<file path="config.mk">
export PLATFORM = sky130hd
export DESIGN_NAME = mte_stream_engine
export DESIGN_NICKNAME = d
export VERILOG_FILES = /design/src/rtl/mte_stream_engine.sv
export SDC_FILE = /design/constraint.sdc
export NUM_CORES = 1
export LEC_CHECK = 0
export ABC_AREA = 1
export BUFFER_PORTS_ARGS = -buffer_cell sky130_fd_sc_hd__clkbuf_2
export CAP_MARGIN = 20
export CELL_PAD_IN_SITES_DETAIL_PLACEMENT = 2
export CELL_PAD_IN_SITES_GLOBAL_PLACEMENT = 2
export CORE_MARGIN = 2
export CORE_UTILIZATION = 32
export DETAILED_ROUTE_END_ITERATION = 12
export HOLD_SLACK_MARGIN = 0.02
export PLACE_DENSITY = 0.89
export RECOVER_POWER = 100
export SYNTH_ARGS = -nofsm -noshare
export SYNTH_HDL_FRONTEND = slang
export SYNTH_SLANG_ARGS = --single-unit
</file>
<file path="constraint.sdc">
create_clock -name clock -period 1.8 [get_ports clock]
set_input_delay 0.18 -clock clock [delete_from_list [all_inputs] [get_ports clock]]
set_output_delay 0.18 -clock clock [all_outputs]
set_load 0.01 [all_outputs]
</file>
<file path="src/rtl/mte_stream_engine.sv">
// MAC-then-Encrypt frame engine: buffers MSG_WORDS words, computes a chained keyed MAC, emits ciphertext+MAC or verified plaintext.
// Latency: first output word is valid 1 cycle after the last input accept (encrypt), 2 cycles (decrypt, via CHECK).
// Backpressure: in_ready drops during CHECK/EMIT; output words hold until out_ready. Optional MTE_ERR_CNT_EN adds err_count.
module mte_stream_engine #(
    parameter int N         = 8,
    parameter int MSG_WORDS = 4
) (
    input  logic         clock,
    input  logic         reset_n,
    input  logic [N-1:0] key,
    input  logic         sel,
    input  logic         in_valid,
    output logic         in_ready,
    input  logic [N-1:0] in_data,
    output logic         out_valid,
    input  logic         out_ready,
    output logic [N-1:0] out_data,
    output logic         out_last,
    output logic         valid_key
`ifdef MTE_ERR_CNT_EN
    ,
    output logic [15:0]  err_count
`endif
);

    // Index spans plaintext words plus the trailing MAC word slot.
    localparam int IW = $clog2(MSG_WORDS + 2);
    localparam int BW = (MSG_WORDS > 1) ? $clog2(MSG_WORDS) : 1;
    localparam logic [IW-1:0] IDX_LAST_PT = IW'(MSG_WORDS - 1);
    localparam logic [IW-1:0] IDX_MAC     = IW'(MSG_WORDS);

    typedef enum logic [1:0] {
        IDLE  = 2'd0,
        LOAD  = 2'd1,
        CHECK = 2'd2,
        EMIT  = 2'd3
    } state_t;

    state_t         state_q, state_d;
    logic [IW-1:0]  idx_q, idx_d;
    logic [N-1:0]   key_q, key_d;
    logic           sel_q, sel_d;
    logic [N-1:0]   mac_q, mac_d;
    logic [N-1:0]   rx_mac_q, rx_mac_d;
    logic           match_q, match_d;
    logic           valid_key_q, valid_key_d;
    logic [N-1:0]   data_buf_q [MSG_WORDS];
    logic [N-1:0]   data_buf_d [MSG_WORDS];
`ifdef MTE_ERR_CNT_EN
    logic [15:0]    err_cnt_q, err_cnt_d;
`endif

    logic [BW-1:0]  bidx;
    logic [N-1:0]   first_pt;
    logic [N-1:0]   load_pt;

    function automatic logic [N-1:0] rotl1(input logic [N-1:0] x);
        return {x[N-2:0], x[N-1]};
    endfunction

    assign bidx      = idx_q[BW-1:0];
    // First word uses the live key/sel; later words use the latched copies.
    assign first_pt  = sel ? in_data : (in_data ^ key);
    assign load_pt   = sel_q ? in_data : (in_data ^ key_q);
    assign valid_key = valid_key_q;
`ifdef MTE_ERR_CNT_EN
    assign err_count = err_cnt_q;
`endif

    // Next-state, datapath updates and handshake outputs.
    always_comb begin
        state_d     = state_q;
        idx_d       = idx_q;
        key_d       = key_q;
        sel_d       = sel_q;
        mac_d       = mac_q;
        rx_mac_d    = rx_mac_q;
        match_d     = match_q;
        valid_key_d = valid_key_q;
        data_buf_d  = data_buf_q;
`ifdef MTE_ERR_CNT_EN
        err_cnt_d   = err_cnt_q;
`endif
        in_ready    = 1'b0;
        out_valid   = 1'b0;
        out_data    = '0;
        out_last    = 1'b0;

        case (state_q)
            IDLE: begin
                in_ready = 1'b1;
                if (in_valid) begin
                    key_d         = key;
                    sel_d         = sel;
                    valid_key_d   = 1'b0;
                    data_buf_d[0] = first_pt;
                    mac_d         = rotl1(key ^ first_pt);
                    if (sel && (MSG_WORDS == 1)) begin
                        idx_d       = '0;
                        valid_key_d = 1'b1;
                        state_d     = EMIT;
                    end else begin
                        idx_d   = IW'(1);
                        state_d = LOAD;
                    end
                end
            end
            LOAD: begin
                in_ready = 1'b1;
                if (in_valid) begin
                    if (idx_q != IDX_MAC) begin
                        data_buf_d[bidx] = load_pt;
                        mac_d            = rotl1(mac_q ^ load_pt);
                        idx_d            = idx_q + 1'b1;
                        if (sel_q && (idx_q == IDX_LAST_PT)) begin
                            idx_d       = '0;
                            valid_key_d = 1'b1;
                            state_d     = EMIT;
                        end
                    end else begin
                        // Decrypt only: the word after the payload is the MAC.
                        rx_mac_d = load_pt;
                        idx_d    = '0;
                        state_d  = CHECK;
                    end
                end
            end
            CHECK: begin
                match_d     = (mac_q == rx_mac_q);
                valid_key_d = match_d;
`ifdef MTE_ERR_CNT_EN
                if (!match_d && (err_cnt_q != 16'hFFFF)) begin
                    err_cnt_d = err_cnt_q + 16'd1;
                end
`endif
                idx_d   = '0;
                state_d = EMIT;
            end
            EMIT: begin
                out_valid = 1'b1;
                if (sel_q) begin
                    out_data = (idx_q == IDX_MAC) ? (mac_q ^ key_q) : (data_buf_q[bidx] ^ key_q);
                    out_last = (idx_q == IDX_MAC);
                end else begin
                    out_data = match_q ? data_buf_q[bidx] : '0;
                    out_last = (idx_q == IDX_LAST_PT);
                end
                if (out_ready) begin
                    if (out_last) begin
                        idx_d   = '0;
                        state_d = IDLE;
                    end else begin
                        idx_d = idx_q + 1'b1;
                    end
                end
            end
            default: begin
                idx_d   = '0;
                state_d = IDLE;
            end
        endcase
    end

    // State and datapath registers; reset discards any partial frame.
    always_ff @(posedge clock or negedge reset_n) begin
        if (!reset_n) begin
            state_q     <= IDLE;
            idx_q       <= '0;
            key_q       <= '0;
            sel_q       <= 1'b0;
            mac_q       <= '0;
            rx_mac_q    <= '0;
            match_q     <= 1'b0;
            valid_key_q <= 1'b0;
            for (int i = 0; i < MSG_WORDS; i++) begin
                data_buf_q[i] <= '0;
            end
`ifdef MTE_ERR_CNT_EN
            err_cnt_q   <= '0;
`endif
        end else begin
            state_q     <= state_d;
            idx_q       <= idx_d;
            key_q       <= key_d;
            sel_q       <= sel_d;
            mac_q       <= mac_d;
            rx_mac_q    <= rx_mac_d;
            match_q     <= match_d;
            valid_key_q <= valid_key_d;
            for (int i = 0; i < MSG_WORDS; i++) begin
                data_buf_q[i] <= data_buf_d[i];
            end
`ifdef MTE_ERR_CNT_EN
            err_cnt_q   <= err_cnt_d;
`endif
        end
    end

endmodule

</file>
==> impl_metrics.ini, run 1 <==
[grt]
grt_max_degree = 45
grt_overflow = 0
grt_pass1_wl_mm = 33.50
grt_antenna_before_repair = 0
grt_pass1_vias = 5286
grt_use_total = 0.3237

[job]
cap_violations = 0

[die]
die_area_um2 = 13850
start_util = 0.3278
row_count = 41
core_area_um2 = 12620
ios = 33
die_height_um = 117.7
die_w_um = 117.7

[logic_synthesis]
postSynthCellCount = 553
ys_async_sr_fraction = 1.000
yosysWarnings = 0
netlist_area_um2 = 4136
synth_cell_types = 35
synth_edf_count = 0
synthFlopType = dfrtp_1
ys_seq_elements = 64
yosysSeqAreaShare = 0.3872
synth_area_per_cell_um2 = 7.480
synth_nets = 583

[route]
dr_total_vias = 4858
first_iter_violations = 397
antenna_left = 0
avgViaCountPerCell = 5.910
post-route-drc-count = 0
wl_per_cell_um = 30.86
drt-total-wl_mm = 25.37
drtPass1Iterations = 5

[timing]
period_share = 1.306
fin_setup_tns_ps = -12730
finalHoldViolCount = 0
finalSetupViolCount = 69
finalMaxSlewViolations = 0
setup_slack_ps = -551.4
grt_setup_unrepaired = yes
fmax_mhz = 425.3
max_slew_margin = 0.1915
period_minus_slack_ps = 2351
tightest_slew_ps = 1213
fin_skew_ps = 11.35

[clock_network]
numCtsBuffers = 9
cts_tree = built
clock-sinks = 64
cts_buffer_depth = 2
cts-root-buf = clkbuf_16
clock_latency_ps = 370
path_clk_slew_ps = 70
htreeDepth = 3

[power_and_ir_drop]
finalPower_uw = 12530
power.share.switching = 0.5211
p_leak_uw = 0.002883
power.switching_uw = 6527
power_frac_seq = 0.236
power-per-cell-area_nw_per_um2 = 2075
vdd_drop_max_mv = 0.9744
combPwrFrac = 0.590
intPower_uw = 5998
p_clk_frac = 0.174

[cells_and_area]
final_util = 0.4784
final_common_cell = nand2_1
nFillCells = 1376
finalNetCount = 676
drive_gt1_frac = 0.3523
diodes = 0
layout_common_cells = 142 x nand2_1, 63 x dfrtp_1, 58 x inv_1, 35 x nand3_1, 33 x nand2_2
syn2layout_area_growth_pct = 45.95

[worst_setup_path]
critical_path_depth = 9
worst_path_max_delay_cell = dfrtp_2
worstPathRequired_ps = 1620
crit_family = simple AND/OR/NAND/NOR gates
max_stage_delay_ps = 440
endpoint_kind = primary output
worstRegToRegCells = 12
cp.arrival_ps = 2170
path_buf_inv = 4
crit_path_max_fanout = 5
start_kind = register
crit_type = register to primary output
crit_chain = inv_4 -> ha_4 -> nand2_8 -> buf_16 -> o211ai_1 -> nand3_1 -> nand2_2 -> inv_2 -> buf_6

[outcome]
violations = setup timing
status = complete, but fails checks

[worst_hold_path]
hold_path.class = input port to register
hold_path_depth = 3

[placed_design]
dp_hpwl_mm = 11.43
preCtsSetupSlack_ps = -21.79
portBuffers = 32
gp_congestion = 0.8069
[cells in the mapped netlist (2+ instances only)]
cell	count	area, um2
inv_2	3	11.26
buf_1	2	7.510
o211ai_1	13	97.59
inv_4	3	18.77
o21ai_0	22	110.1
buf_2	5	25.02
inv_1	62	232.7
nand3_1	59	295.3
xor2_1	17	148.9
o21a_1	30	225.2
a21oi_1	22	110.1
o21ai_2	2	17.52
o22ai_1	2	12.51
nor2_8	4	80.08
clkbuf_1	5	18.77
nand4_1	2	12.51
nor2_1	20	75.07
ha_1	9	112.6
nand2_1	181	679.4
buf_6	6	67.56
nand2_4	3	33.78
dfrtp_1	64	1602
o21ai_1	3	15.01
xnor2_1	3	26.28
[per-stage QoR]
step / cell area [um2] / std cells / hold slack [ps]
after floorplan: 4149 / 553 / -115.6
after global placement: 4637 / 764 / 189.3
after detailed placement: 4637 / 764 / 194.8
after CTS: 5480 / 802 / 134.2
after global routing: 6037 / 822 / 169.8
final: 6037 / 822 / 153.6
[timing repair]
| action | 4_1_cts | 5_1_grt |
|---|---|---|
| endpoints found under the hold margin | 20 | 0 |
| setup buffers | 17 | 19 |
| resized for setup | 67 | 112 |
| endpoints found under the setup margin | 34 | 65 |
| hold buffers | 1 | 0 |
| pin swaps | 27 | 43 |
| cloned | 5 | 1 |
[path summary, 6_finish.rpt]
| kind | start | slack, ps | endpoint |
|---|---|---|---|
| max in group asynchronous | reset_n | 320 | idx_q[0] |
| hold reg to reg | data_buf_q[1] | 500 | data_buf_q[1] |
| setup reg to reg | idx_q[0] | -330 | data_buf_q[28] |
| hold / removal | key[0] | 150 | key_q[0] |
| setup / recovery | idx_q[0] | -550 | out_data[0] |
| min in group asynchronous | reset_n | 590 | rx_mac_q[2] |
[tightest hold or removal path, delay by kind of cell]
| family | cells | cell delay, ps |
|---|---|---|
| buffers and inverters | 2 | 200 |
| AOI/OAI and AO/OA | 1 | 100 |
[layout make-up]
cell class | count | area [um2] | area share
multi-input cells | 405 | 2683 | 0.4444
flip-flops and latches | 64 | 1603 | 0.2655
repair buffers | 97 | 914.6 | 0.1515
inverters | 69 | 285.3 | 0.04725
clock buffers | 12 | 246.5 | 0.04083
well taps | 172 | 215.2 | 0.03565
clock inverters | 3 | 90.09 | 0.01492
[layer usage]
layer | up-vias | GRT usage | wire [um]
li1 | 1970 | - | -
met1 | 2503 | 0.3607 | 9718
met2 | 262 | 0.5818 | 12510
met3 | 123 | 0.04990 | 1556
met4 | 0 | 0.1898 | 1589
met5 | - | 0 | 0
[power groups by stage]
stage / combinational (uW) / sequential, uW / clock [uW]
CTS: 5730 / 2730 / 2080
global route: 7660 / 2970 / 2220
floorplan: 3230 / 2490 / 0
detailed placement: 4860 / 2700 / 0
finish: 7390 / 2950 / 2180
global placement: 4450 / 2610 / 0
[kinds of logic after synthesis]
kind of cell / count (synthesis) / synth area share
buffers and inverters: 88 / 0.09498
AND/OR/NAND/NOR: 274 / 0.2955
adder cells (fa/ha/maj): 9 / 0.02722
flip-flops: 64 / 0.3872
AO/OA/AOI/OAI: 98 / 0.1528
XOR/XNOR: 20 / 0.04235
[state kept, by name, indices dropped and copies added (netlist names)]
signal,count
data_buf_q,32
key_q,8
mac_q,8
rx_mac_q,8
idx_q,3
state_q,2
match_q,1
sel_q,1
valid_key,1
No activity file was read; power rests on OpenSTA's default activity.
==> run 2: changes to the inputs <==
--- a/config.mk
+++ b/config.mk
@@ -7,14 +7,13 @@
 export LEC_CHECK = 0
 export ABC_AREA = 1
 export BUFFER_PORTS_ARGS = -buffer_cell sky130_fd_sc_hd__clkbuf_2
-export CAP_MARGIN = 20
 export CELL_PAD_IN_SITES_DETAIL_PLACEMENT = 2
 export CELL_PAD_IN_SITES_GLOBAL_PLACEMENT = 2
 export CORE_MARGIN = 2
-export CORE_UTILIZATION = 32
+export CORE_UTILIZATION = 25
 export DETAILED_ROUTE_END_ITERATION = 12
 export HOLD_SLACK_MARGIN = 0.02
-export PLACE_DENSITY = 0.89
+export PLACE_DENSITY = 0.74
 export RECOVER_POWER = 100
 export SYNTH_ARGS = -nofsm -noshare
 export SYNTH_HDL_FRONTEND = slang
==> run 2 against run 1 <==
The run still ends with setup timing left; setup slack better by 250 ps; via count down 18%; clock-buffer cell count up 1; clock skew down 5.8 ps; die area up 27%; combinational power down 26%; first-iteration DRC count down 69%; sequential cell count unchanged; sequential power down 9.2%; critical endpoint is now out_data[2]; largest cell class unchanged; highest routed layer unchanged.
==> impl_metrics.ini, run 2 (synthesis results as in run 1) <==
[die]
die_w_um = 132.6
core_area_um2 = 16350
die_area_um2 = 17590
row_count = 47
die_height_um = 132.6
start_util = 0.2530
ios = 33

[job]
cap_violations = 0

[cells_and_area]
multi_input_area_um2 = 2365
nFillCells = 1949
final_common_cell = nand2_1
syn2layout_area_growth_pct = 28.98
drive_gt1_frac = 0.2224
register_area_um2 = 1603
layout_common_cells = 175 x nand2_1, 63 x dfrtp_1, 58 x inv_1, 44 x nand3_1, 30 x o21a_1
finalNetCount = 641
largest_register_ffs = 32
regMostFlops = data_buf_q
diodes = 0

[placed_design]
dp_hpwl_mm = 11.02
portBuffers = 32
gp_congestion = 0.8593
preCtsSetupSlack_ps = 1.600

[timing]
period_minus_slack_ps = 2096
max_slew_margin = 0.3588
grt_setup_unrepaired = yes
fin_setup_tns_ps = -2090
tightest_slew_ps = 961.8
setup_slack_ps = -296.5
period_share = 1.165
finalMaxSlewViolations = 0
finalHoldViolCount = 0
finalSetupViolCount = 13
fmax_mhz = 477.0
fin_skew_ps = 5.568

[route]
antenna_left = 0
avgViaCountPerCell = 4.743
drt-total-wl_mm = 15.17
post-route-drc-count = 0
wl_per_cell_um = 18.14
first_iter_violations = 125
dr_total_vias = 3965
drtPass1Iterations = 4

[worst_setup_path]
worstRegToRegCells = 9
rrSetupSlack_ps = -20
start_kind = register
endpoint_kind = primary output
reg2reg_from = state_q[0]
cp.arrival_ps = 1920
crit_path_max_fanout = 19
crit_type = register to primary output
timing.rr.end = data_buf_q[28]
worstPathRequired_ps = 1620

[clock_network]
numCtsBuffers = 9
cts_buffer_depth = 2
cts_tree = built
cts-root-buf = clkbuf_16
htreeDepth = 3
path_clk_slew_ps = 60
clock-sinks = 64
clock_latency_ps = 340

[grt]
grt_pass1_vias = 4458
grt_antenna_before_repair = 0
grt_use_total = 0.1769
grt_overflow = 0
grt_max_degree = 65
grt_pass1_wl_mm = 24.19

[outcome]
status = complete, but fails checks
violations = setup timing

[worst_hold_path]
hold_path_depth = 3
hold_path.class = input port to register
hold-path-endpoint = key_q[7]
hp-start = key[7]

[power_and_ir_drop]
power-per-cell-area_nw_per_um2 = 1881
vdd_drop_max_mv = 0.5454
p_leak_uw = 0.002572
run 2: cell count changes in the layout (fill, tap and decap cells not counted), moves of 6 or more:
cell	delta
nor2_4	-7
nand2_2	-26
a21oi_1	+6
nand3_2	-14
nand3_1	+9
nand2_1	+33
buf_6	-19
run 2: per-layer routing:
layer / GRT usage / wire (um)
met3: 0.02337 / 243
met4: 0.06093 / 332
met2: 0.3244 / 8045
met1: 0.2118 / 6545
met5: 0 / 0
run 2: metrics by stage:
stage	cells	hold slack, ps	area (um2)	utilization	total power [uW]
after floorplan	553	-115.6	4149	-	5726
after global placement	811	242.9	4702	0.2876	7186
after detailed placement	811	233.8	4702	0.2876	7497
after CTS	835	138.7	5231	0.3200	9793
after global routing	836	173.4	5335	0.3263	10800
final	836	131.8	5335	0.3263	10030
run 2: final cells by class:
| type | count | share of cell area |
|---|---|---|
| Inverter | 69 | 0.04995 |
| Clock buffer | 13 | 0.04690 |
| Timing Repair Buffer | 66 | 0.09568 |
| Clock inverter | 3 | 0.01220 |
| Multi-Input combinational cell | 401 | 0.4432 |
| Tap cell | 220 | 0.05159 |
| Sequential cell | 64 | 0.3004 |
run 2: repair_timing:
item | 4_1_cts | 5_1_grt
resized for setup | 34 | 43
setup endpoints to repair | 9 | 45
pin swaps | 9 | 14
hold buffers | 1 | 0
gates cloned | 1 | 0
buffers inserted | 6 | 2
endpoints found under the hold margin | 64 | 0
run 2: power breakdown:
part	switching, uW	total, uW	internal [uW]
Sequential	554	2680	2130
Clock	647	1900	1250
Combinational	3380	5460	2070
run 2: worst max-delay path by stage:
stage	start	to	slack, ps	cells past startpoint
5_1_grt	idx_q[0]	out_data[2]	-380	11
3_5_place_dp	idx_q[0]	out_data[3]	2	11
2_1_floorplan	idx_q[0]	data_buf_q[31]	20	12
4_1_cts	idx_q[0]	out_data[3]	-240	9
3_3_place_gp	idx_q[0]	out_data[1]	40	9
6_report	idx_q[0]	out_data[2]	-300	11
run 2: worst max-delay path, stage by stage (launching register included):
cell and delay, ps:
dfrtp_2 430, inv_4 90, buf_12 160, nand2_1 60, nand3_1 120, nand3_1 150, o21ai_1 130, nand2_1 90
nand3_1 90, nand2_1 80, inv_1 60, clkbuf_2 120
